<file path="src/rtl/kmeans_assign_accum_if.sv">
// Point-in / label-out stream bundle for kmeans_assign_accum.
// The slave side accepts points and returns the nearest-centroid label.
interface kmeans_assign_accum_if #(
    parameter int COORD_W = 14,
    parameter int IDX_W   = 3
);
    logic               pt_valid;
    logic               pt_ready;
    logic [COORD_W-1:0] pt_x;
    logic [COORD_W-1:0] pt_y;
    logic               lbl_valid;
    logic [IDX_W-1:0]   lbl;

    modport master (
        output pt_valid, pt_x, pt_y,
        input  pt_ready, lbl_valid, lbl
    );

    modport slave (
        input  pt_valid, pt_x, pt_y,
        output pt_ready, lbl_valid, lbl
    );
endinterface

</file>
<file path="src/rtl/kmeans_assign_accum.sv">
// K-centroid nearest-neighbour assignment with saturating per-cluster sums/counts.
// Optional macro KMEANS_SSE_EN adds a saturating sum-of-squared-error output (sse).
module kmeans_assign_accum #(
    parameter int COORD_W = 14,
    parameter int K       = 5,
    parameter int IDX_W   = 3,
    parameter int SUM_W   = 24,
    parameter int CNT_W   = 14
) (
    input  logic                clk,
    input  logic                rst_n,
    input  logic                clr,
    input  logic                cen_we,
    input  logic [IDX_W-1:0]    cen_idx,
    input  logic [COORD_W-1:0]  cen_x,
    input  logic [COORD_W-1:0]  cen_y,
    kmeans_assign_accum_if.slave pt_if,
    output logic                busy,
    output logic                sat,
    input  logic [IDX_W-1:0]    rd_idx,
    output logic [SUM_W-1:0]    rd_sum_x,
    output logic [SUM_W-1:0]    rd_sum_y,
    output logic [CNT_W-1:0]    rd_cnt
`ifdef KMEANS_SSE_EN
    ,
    output logic [2*COORD_W+CNT_W:0] sse
`endif
);

    localparam int DIST_W = 2 * COORD_W + 1;
    localparam int NSLOT  = 1 << IDX_W;
    localparam logic [IDX_W-1:0] LAST_IDX = IDX_W'(K - 1);
    localparam logic [IDX_W:0]   K_EXT    = (IDX_W + 1)'(K);

    typedef enum logic [1:0] {
        ST_IDLE  = 2'd0,
        ST_SCAN  = 2'd1,
        ST_WRITE = 2'd2
    } state_t;

    // Saturating adders return {overflow, result}; result is all-ones on overflow.
    function automatic logic [SUM_W:0] sat_add_sum(input logic [SUM_W-1:0] a,
                                                   input logic [COORD_W-1:0] b);
        logic [SUM_W:0] s;
        s = {1'b0, a} + (SUM_W + 1)'(b);
        if (s[SUM_W]) begin
            return {1'b1, {SUM_W{1'b1}}};
        end else begin
            return s;
        end
    endfunction

    function automatic logic [CNT_W:0] sat_inc_cnt(input logic [CNT_W-1:0] a);
        logic [CNT_W:0] s;
        s = {1'b0, a} + {{CNT_W{1'b0}}, 1'b1};
        if (s[CNT_W]) begin
            return {1'b1, {CNT_W{1'b1}}};
        end else begin
            return s;
        end
    endfunction

    state_t              state_q, state_d;
    logic [IDX_W-1:0]    ptr_q, ptr_d;
    logic [COORD_W-1:0]  px_q, px_d, py_q, py_d;
    logic [DIST_W-1:0]   best_dist_q, best_dist_d;
    logic [IDX_W-1:0]    best_idx_q, best_idx_d;
    logic                pt_ready_q, pt_ready_d;
    logic                lbl_valid_q, lbl_valid_d;
    logic [IDX_W-1:0]    lbl_q, lbl_d;
    logic                busy_q, busy_d;
    logic                sat_q, sat_d;

    logic [COORD_W-1:0]  cen_x_q [NSLOT];
    logic [COORD_W-1:0]  cen_x_d [NSLOT];
    logic [COORD_W-1:0]  cen_y_q [NSLOT];
    logic [COORD_W-1:0]  cen_y_d [NSLOT];
    logic [SUM_W-1:0]    sum_x_q [NSLOT];
    logic [SUM_W-1:0]    sum_x_d [NSLOT];
    logic [SUM_W-1:0]    sum_y_q [NSLOT];
    logic [SUM_W-1:0]    sum_y_d [NSLOT];
    logic [CNT_W-1:0]    cnt_q   [NSLOT];
    logic [CNT_W-1:0]    cnt_d   [NSLOT];

    logic [COORD_W-1:0]   dx_s, dy_s;
    logic [2*COORD_W-1:0] sqx_s, sqy_s;
    logic [DIST_W-1:0]    dist_s;
    logic [SUM_W:0]       sx_s, sy_s;
    logic [CNT_W:0]       cn_s;
    logic                 xfer_s;

`ifdef KMEANS_SSE_EN
    localparam int SSE_W = DIST_W + CNT_W;
    logic [SSE_W-1:0] sse_q, sse_d;
    logic [SSE_W:0]   se_s;
`endif

    // Squared Euclidean distance from the latched point to the centroid under the scan pointer.
    always_comb begin
        if (px_q >= cen_x_q[ptr_q]) begin
            dx_s = px_q - cen_x_q[ptr_q];
        end else begin
            dx_s = cen_x_q[ptr_q] - px_q;
        end
        if (py_q >= cen_y_q[ptr_q]) begin
            dy_s = py_q - cen_y_q[ptr_q];
        end else begin
            dy_s = cen_y_q[ptr_q] - py_q;
        end
        sqx_s  = {{COORD_W{1'b0}}, dx_s} * {{COORD_W{1'b0}}, dx_s};
        sqy_s  = {{COORD_W{1'b0}}, dy_s} * {{COORD_W{1'b0}}, dy_s};
        dist_s = {1'b0, sqx_s} + {1'b0, sqy_s};
    end

    // Next-state logic: scan FSM, centroid table, accumulators and registered outputs.
    always_comb begin
        state_d     = state_q;
        ptr_d       = ptr_q;
        px_d        = px_q;
        py_d        = py_q;
        best_dist_d = best_dist_q;
        best_idx_d  = best_idx_q;
        lbl_valid_d = 1'b0;
        lbl_d       = lbl_q;
        sat_d       = sat_q;
        cen_x_d     = cen_x_q;
        cen_y_d     = cen_y_q;
        sum_x_d     = sum_x_q;
        sum_y_d     = sum_y_q;
        cnt_d       = cnt_q;
        xfer_s      = pt_if.pt_valid & pt_ready_q;
        sx_s        = sat_add_sum(sum_x_q[best_idx_q], px_q);
        sy_s        = sat_add_sum(sum_y_q[best_idx_q], py_q);
        cn_s        = sat_inc_cnt(cnt_q[best_idx_q]);
`ifdef KMEANS_SSE_EN
        sse_d = sse_q;
        se_s  = {1'b0, sse_q} + (SSE_W + 1)'(best_dist_q);
`endif

        // Centroids are frozen while a point is in flight so a scan sees one consistent set.
        if (cen_we && (state_q == ST_IDLE) && ({1'b0, cen_idx} < K_EXT)) begin
            cen_x_d[cen_idx] = cen_x;
            cen_y_d[cen_idx] = cen_y;
        end else begin
            cen_x_d[0] = cen_x_q[0];
        end

        if (clr) begin
            state_d = ST_IDLE;
            sat_d   = 1'b0;
            sum_x_d = '{default: '0};
            sum_y_d = '{default: '0};
            cnt_d   = '{default: '0};
`ifdef KMEANS_SSE_EN
            sse_d   = '0;
`endif
        end else begin
            case (state_q)
                ST_IDLE: begin
                    if (xfer_s) begin
                        px_d        = pt_if.pt_x;
                        py_d        = pt_if.pt_y;
                        ptr_d       = '0;
                        best_dist_d = '1;
                        best_idx_d  = '0;
                        state_d     = ST_SCAN;
                    end else begin
                        state_d = ST_IDLE;
                    end
                end
                ST_SCAN: begin
                    // Strict compare keeps the lowest index on ties.
                    if (dist_s < best_dist_q) begin
                        best_dist_d = dist_s;
                        best_idx_d  = ptr_q;
                    end else begin
                        best_dist_d = best_dist_q;
                    end
                    if (ptr_q == LAST_IDX) begin
                        state_d     = ST_WRITE;
                        lbl_valid_d = 1'b1;
                        lbl_d       = best_idx_d;
                    end else begin
                        ptr_d = ptr_q + IDX_W'(1'b1);
                    end
                end
                ST_WRITE: begin
                    sum_x_d[best_idx_q] = sx_s[SUM_W-1:0];
                    sum_y_d[best_idx_q] = sy_s[SUM_W-1:0];
                    cnt_d[best_idx_q]   = cn_s[CNT_W-1:0];
                    sat_d = sat_q | sx_s[SUM_W] | sy_s[SUM_W] | cn_s[CNT_W];
`ifdef KMEANS_SSE_EN
                    if (se_s[SSE_W]) begin
                        sse_d = '1;
                        sat_d = 1'b1;
                    end else begin
                        sse_d = se_s[SSE_W-1:0];
                    end
`endif
                    state_d = ST_IDLE;
                end
                default: begin
                    state_d = ST_IDLE;
                end
            endcase
        end

        pt_ready_d = (state_d == ST_IDLE);
        busy_d     = (state_d != ST_IDLE);
    end

    // State and output registers with asynchronous reset.
    always_ff @(posedge clk or negedge rst_n) begin
        if (!rst_n) begin
            state_q     <= ST_IDLE;
            ptr_q       <= '0;
            px_q        <= '0;
            py_q        <= '0;
            best_dist_q <= '1;
            best_idx_q  <= '0;
            pt_ready_q  <= 1'b0;
            lbl_valid_q <= 1'b0;
            lbl_q       <= '0;
            busy_q      <= 1'b0;
            sat_q       <= 1'b0;
            for (int i = 0; i < NSLOT; i++) begin
                cen_x_q[i] <= '0;
                cen_y_q[i] <= '0;
                sum_x_q[i] <= '0;
                sum_y_q[i] <= '0;
                cnt_q[i]   <= '0;
            end
`ifdef KMEANS_SSE_EN
            sse_q <= '0;
`endif
        end else begin
            state_q     <= state_d;
            ptr_q       <= ptr_d;
            px_q        <= px_d;
            py_q        <= py_d;
            best_dist_q <= best_dist_d;
            best_idx_q  <= best_idx_d;
            pt_ready_q  <= pt_ready_d;
            lbl_valid_q <= lbl_valid_d;
            lbl_q       <= lbl_d;
            busy_q      <= busy_d;
            sat_q       <= sat_d;
            cen_x_q     <= cen_x_d;
            cen_y_q     <= cen_y_d;
            sum_x_q     <= sum_x_d;
            sum_y_q     <= sum_y_d;
            cnt_q       <= cnt_d;
`ifdef KMEANS_SSE_EN
            sse_q <= sse_d;
`endif
        end
    end

    // Readout mux; out-of-range selects read as zero.
    always_comb begin
        if ({1'b0, rd_idx} < K_EXT) begin
            rd_sum_x = sum_x_q[rd_idx];
            rd_sum_y = sum_y_q[rd_idx];
            rd_cnt   = cnt_q[rd_idx];
        end else begin
            rd_sum_x = '0;
            rd_sum_y = '0;
            rd_cnt   = '0;
        end
    end

    assign pt_if.pt_ready  = pt_ready_q;
    assign pt_if.lbl_valid = lbl_valid_q;
    assign pt_if.lbl       = lbl_q;
    assign busy            = busy_q;
    assign sat             = sat_q;
`ifdef KMEANS_SSE_EN
    assign sse             = sse_q;
`endif

endmodule

</file>
<file path="src/flat_wrapper.sv">
// flat-port wrapper written by rule: the top's interface ports become plain ports
module kmeans_assign_accum_flat 
#(
    parameter int COORD_W = 14,
    parameter int K       = 5,
    parameter int IDX_W   = 3,
    parameter int SUM_W   = 24,
    parameter int CNT_W   = 14
)
  (clk, rst_n, clr, cen_we, cen_idx, cen_x, cen_y, busy, sat, rd_idx, rd_sum_x, rd_sum_y, rd_cnt, pt_if_pt_valid, pt_if_pt_x, pt_if_pt_y, pt_if_pt_ready, pt_if_lbl_valid, pt_if_lbl);
  kmeans_assign_accum_if #(.COORD_W(COORD_W), .IDX_W(IDX_W)) pt_if_i ();
  input  logic clk;
  input  logic rst_n;
  input  logic clr;
  input  logic cen_we;
  input  logic [IDX_W-1:0] cen_idx;
  input  logic [COORD_W-1:0] cen_x;
  input  logic [COORD_W-1:0] cen_y;
  output logic busy;
  output logic sat;
  input  logic [IDX_W-1:0] rd_idx;
  output logic [SUM_W-1:0] rd_sum_x;
  output logic [SUM_W-1:0] rd_sum_y;
  output logic [CNT_W-1:0] rd_cnt;
  input wire logic [$bits(pt_if_i.pt_valid)-1:0] pt_if_pt_valid;
  input wire logic [$bits(pt_if_i.pt_x)-1:0] pt_if_pt_x;
  input wire logic [$bits(pt_if_i.pt_y)-1:0] pt_if_pt_y;
  output wire logic [$bits(pt_if_i.pt_ready)-1:0] pt_if_pt_ready;
  output wire logic [$bits(pt_if_i.lbl_valid)-1:0] pt_if_lbl_valid;
  output wire logic [$bits(pt_if_i.lbl)-1:0] pt_if_lbl;
  assign pt_if_i.pt_valid = pt_if_pt_valid;
  assign pt_if_i.pt_x = pt_if_pt_x;
  assign pt_if_i.pt_y = pt_if_pt_y;
  assign pt_if_pt_ready = pt_if_i.pt_ready;
  assign pt_if_lbl_valid = pt_if_i.lbl_valid;
  assign pt_if_lbl = pt_if_i.lbl;
  kmeans_assign_accum #(.COORD_W(COORD_W), .K(K), .IDX_W(IDX_W), .SUM_W(SUM_W), .CNT_W(CNT_W)) u_core (.clk(clk), .rst_n(rst_n), .clr(clr), .cen_we(cen_we), .cen_idx(cen_idx), .cen_x(cen_x), .cen_y(cen_y), .pt_if(pt_if_i), .busy(busy), .sat(sat), .rd_idx(rd_idx), .rd_sum_x(rd_sum_x), .rd_sum_y(rd_sum_y), .rd_cnt(rd_cnt));
endmodule
</file>
<file path="config.mk">
export PLATFORM = sky130hd
export DESIGN_NAME = kmeans_assign_accum_flat
export DESIGN_NICKNAME = d
export VERILOG_FILES = /design/src/rtl/kmeans_assign_accum_if.sv /design/src/rtl/kmeans_assign_accum.sv /design/src/flat_wrapper.sv
export SDC_FILE = /design/constraint.sdc
export NUM_CORES = 2
export LEC_CHECK = 0
export CAP_MARGIN = 20
export CORE_UTILIZATION = 40
export CTS_CLUSTER_SIZE = 16
export DETAILED_ROUTE_END_ITERATION = 10
export PLACE_DENSITY_LB_ADDON = 0.3
export SYNTH_ARGS = -nofsm -noshare
export SYNTH_HDL_FRONTEND = slang
export SYNTH_SLANG_ARGS = --single-unit
</file>
<file path="constraint.sdc">
create_clock -name clk -period 24.5 [get_ports clk]
set_input_delay 2.45 -clock clk [delete_from_list [all_inputs] [get_ports clk]]
set_output_delay 2.45 -clock clk [all_outputs]
set_load 0.005 [all_outputs]
</file>
==> results.py <==
metrics = {
    "finish": {
        "fin_cells": 6703,
        "drive_gt1_share_pct": 14.3,
        "area_growth_pct": 11.8,
        "nets": 5507,
    },
    "synth": {
        "syn_avg_cell_area_um2": 10.6,
        "synth-seq-cells": 792,
        "synthMuxAreaShare_pct": 12.8,
        "synth_top_family_by_area": "adder cells",
        "synth_flop_cell": "dfrtp_1",
        "ys_async_sr_fraction_pct": 100,
        "yosysUniqueCellTypes": 100,
        "synth-edff-count": 0,
        "synthXorXnorAreaFrac_pct": 1.70,
        "yosysWarnings": 0,
        "synth_area_um2": 52200,
        "yosys.area_share.simple_pct": 8.57,
        "seq_area_frac_synth_pct": 38.1,
        "synth-compound-area-share_pct": 14.6,
        "syn-num-nets": 5530,
        "synth_cells": 4912,
        "synth_fa_ha_area_share_pct": 17.5,
    },
    "clock_tree": {
        "tritoncts": "yes",
        "max-clock-path-buffers": 3,
        "clk_pin_slew_ps": 60,
        "cts_buffers": 86,
        "cts_hold_repair.buffers": 0,
        "cts_root_buffer": "clkbuf_16",
        "clock_latency_ps": 700,
        "clkSinkCount": 792,
        "cts_setup_buffers": 0,
        "cts_resized": 0,
        "htree_levels": 3,
    },
    "grt": {
        "gr-usage-all-layers_pct": 24.9,
        "overflow": 0,
        "grt_pass1_vias": 39900,
        "grt_pass1_wl_um": 249000,
        "antenna_found_initial": 5,
        "grt_max_degree": 156,
    },
    "setup_path": {
        "criticalPathCategory": "reg -> reg",
        "arrival_ps": 14230,
        "end_kind": "flop",
        "worstSetupStartpointType": "flop",
        "worstPathRequired_ps": 25090,
        "reg2reg_depth": 43,
        "cp_slowest_cell": "o41ai_4",
        "slowest_delay_ps": 590,
        "critPathMaxFanout": 31,
    },
    "drt": {
        "viasPerCell": 5.77,
        "drc": 0,
        "vias": 38700,
        "drt_wl_total_um": 164000,
        "drtIter0Drc": 3449,
        "final_antenna_net_count": 0,
        "wl_per_cell_um": 24.4,
        "drtPass1Iterations": 7,
    },
    "floorplanning": {
        "start_util_pct": 40.3,
        "die_area_um2": 132000,
        "fp.dieH_um": 363,
        "core_area_um2": 129000,
        "die_w_um": 363,
        "num_rows": 132,
        "io_pins": 136,
    },
    "placement": {
        "place_congestion": 0.890,
        "post-dp-hpwl_um": 110000,
        "io_buffer_count": 135,
        "place_inst": 6541,
    },
    "timing": {
        "finalCritPeriodShare_pct": 55.7,
        "finalSetupViolCount": 0,
        "fmax_mhz": 73.3,
        "final_hold_viol_count": 0,
        "drv_slew": 0,
        "fin_tns_setup_ps": 0,
        "fin_skew_ps": 40.9,
        "max_slew_margin_pct": 22.7,
        "fin_crit_ps": 13640,
        "worst_slew_pin_slew_ps": 1160,
        "rsz0062_at_grt": "false",
    },
    "run": {
        "drv_cap": 0,
    },
    "hold_path": {
        "min_path_type": "reg -> reg",
        "holdPathStages": 0,
    },
    "run_status": {
        "status": "complete, no violations",
    },
}
[worst paths after layout]
path,start,end,slack (ps)
min in group asynchronous,rst_n,u_core.cnt_q[71]$_DFFE_PN0P_,1760
worst min register to register,u_core.cen_x_q[21]$_DFFE_PN0P_,u_core.cen_x_q[21]$_DFFE_PN0P_,370
max in group asynchronous,rst_n,u_core.cen_y_q[81]$_DFFE_PN0P_,18930
worst max register to register,u_core.ptr_q[0]$_DFFE_PN0P_,u_core.best_dist_q[11]$_DFFE_PN1P_,10860
worst min-delay path,u_core.cen_x_q[21]$_DFFE_PN0P_,u_core.cen_x_q[21]$_DFFE_PN0P_,370
worst max-delay path,u_core.ptr_q[0]$_DFFE_PN0P_,u_core.best_dist_q[11]$_DFFE_PN1P_,10860
[cell type report]
type	count	area (um^2)
fill	12200	71200
multi-input combinational	3216	28900
sequential	792	19900
clock buffer	119	2510
timing repair buffer	241	2250
tap	1742	2180
inverter	552	2070
clock inverter	37	520
antenna	4	10.0
[worst max-delay path: cells and delay by family, from the launching register on]
family	cells	cell delay (ps)
compound gates	14	3430
xor+xnor	2	720
fa+ha+maj	10	4610
buf+inv	10	1640
flops	1	510
mux	3	1150
simple gates	4	1440
[through the flow]
stage | hold slack (ps) | util [%] | area, um^2 | setup slack (ps)
after floorplan | 424 | - | 52200 | 12240
after global placement | 360 | 42.6 | 55200 | 10750
after detailed placement | 362 | 42.6 | 55200 | 10680
after CTS | 375 | 45.0 | 58200 | 10650
after global routing | 381 | 45.0 | 58300 | 10040
final | 371 | 45.0 | 58300 | 10860
[routing by layer]
layer	up-vias	wire, um	global-route usage, %
met5	-	38	0
met2	1602	75400	39.2
met3	321	13500	5.34
met1	19900	69700	34.1
li1	16900	-	-
met4	6	5110	8.48
[kinds of logic (layout without fill, tap and decap cells)]
kind of cell	after synthesis	after routing
xor+xnor	98	98
buf+inv	904	949
other cells	0	4
mux	446	446
flops	792	792
fa+ha+maj	551	551
compound gates	1121	1121
simple gates	1000	1000
[flip-flops by register name, summed over array words and instances (netlist names)]
register                cells
u_core.sum_y_q            192
u_core.best_dist_q         29
u_core.cnt_q              112
u_core.px_q                14
u_core.pt_if.lbl_valid      1
u_core.py_q                14
u_core.best_idx_q           3
u_core.state_q              2
u_core.cen_y_q            112
u_core.sat                  1
u_core.cen_x_q            112
u_core.pt_if.pt_ready       1
u_core.ptr_q                3
u_core.sum_x_q            192
u_core.pt_if.lbl            3
u_core.busy                 1
[cell usage after synthesis (34+ instances only)]
master	number	share of area, %
dfrtp_1	763	37
a22o_1	239	4.0
nand2_1	512	3.7
mux2i_1	113	2.2
a221oi_1	34	0.57
o21ai_1	72	0.69
mux2_2	173	3.7
xor2_1	40	0.67
inv_1	545	3.9
xnor2_1	54	0.91
ha_1	256	6.1
buf_2	41	0.39
nor2_1	236	1.7
mux4_2	159	6.9
nand2b_1	53	0.64
a21o_1	47	0.68
a21oi_1	112	1.1
clkbuf_1	267	1.9
o21ai_0	373	3.6
fa_1	295	11
[placed cells by master, fill, tap and decap left out, drive strengths merged, types with 110 or more instances in the layout]
cell type / count
nor2: 241
inv: 552
dfrtp: 763
o21ai: 446
clkbuf: 119
a21oi: 113
fa: 295
nand2: 521
ha: 256
buf: 110
clkdlybuf4s50: 131
a22o: 239
mux4: 159
mux2i: 113
mux2: 174
Power is not shown: default switching activity piles up to over one toggle a cycle in this logic, so the estimate is an artifact.
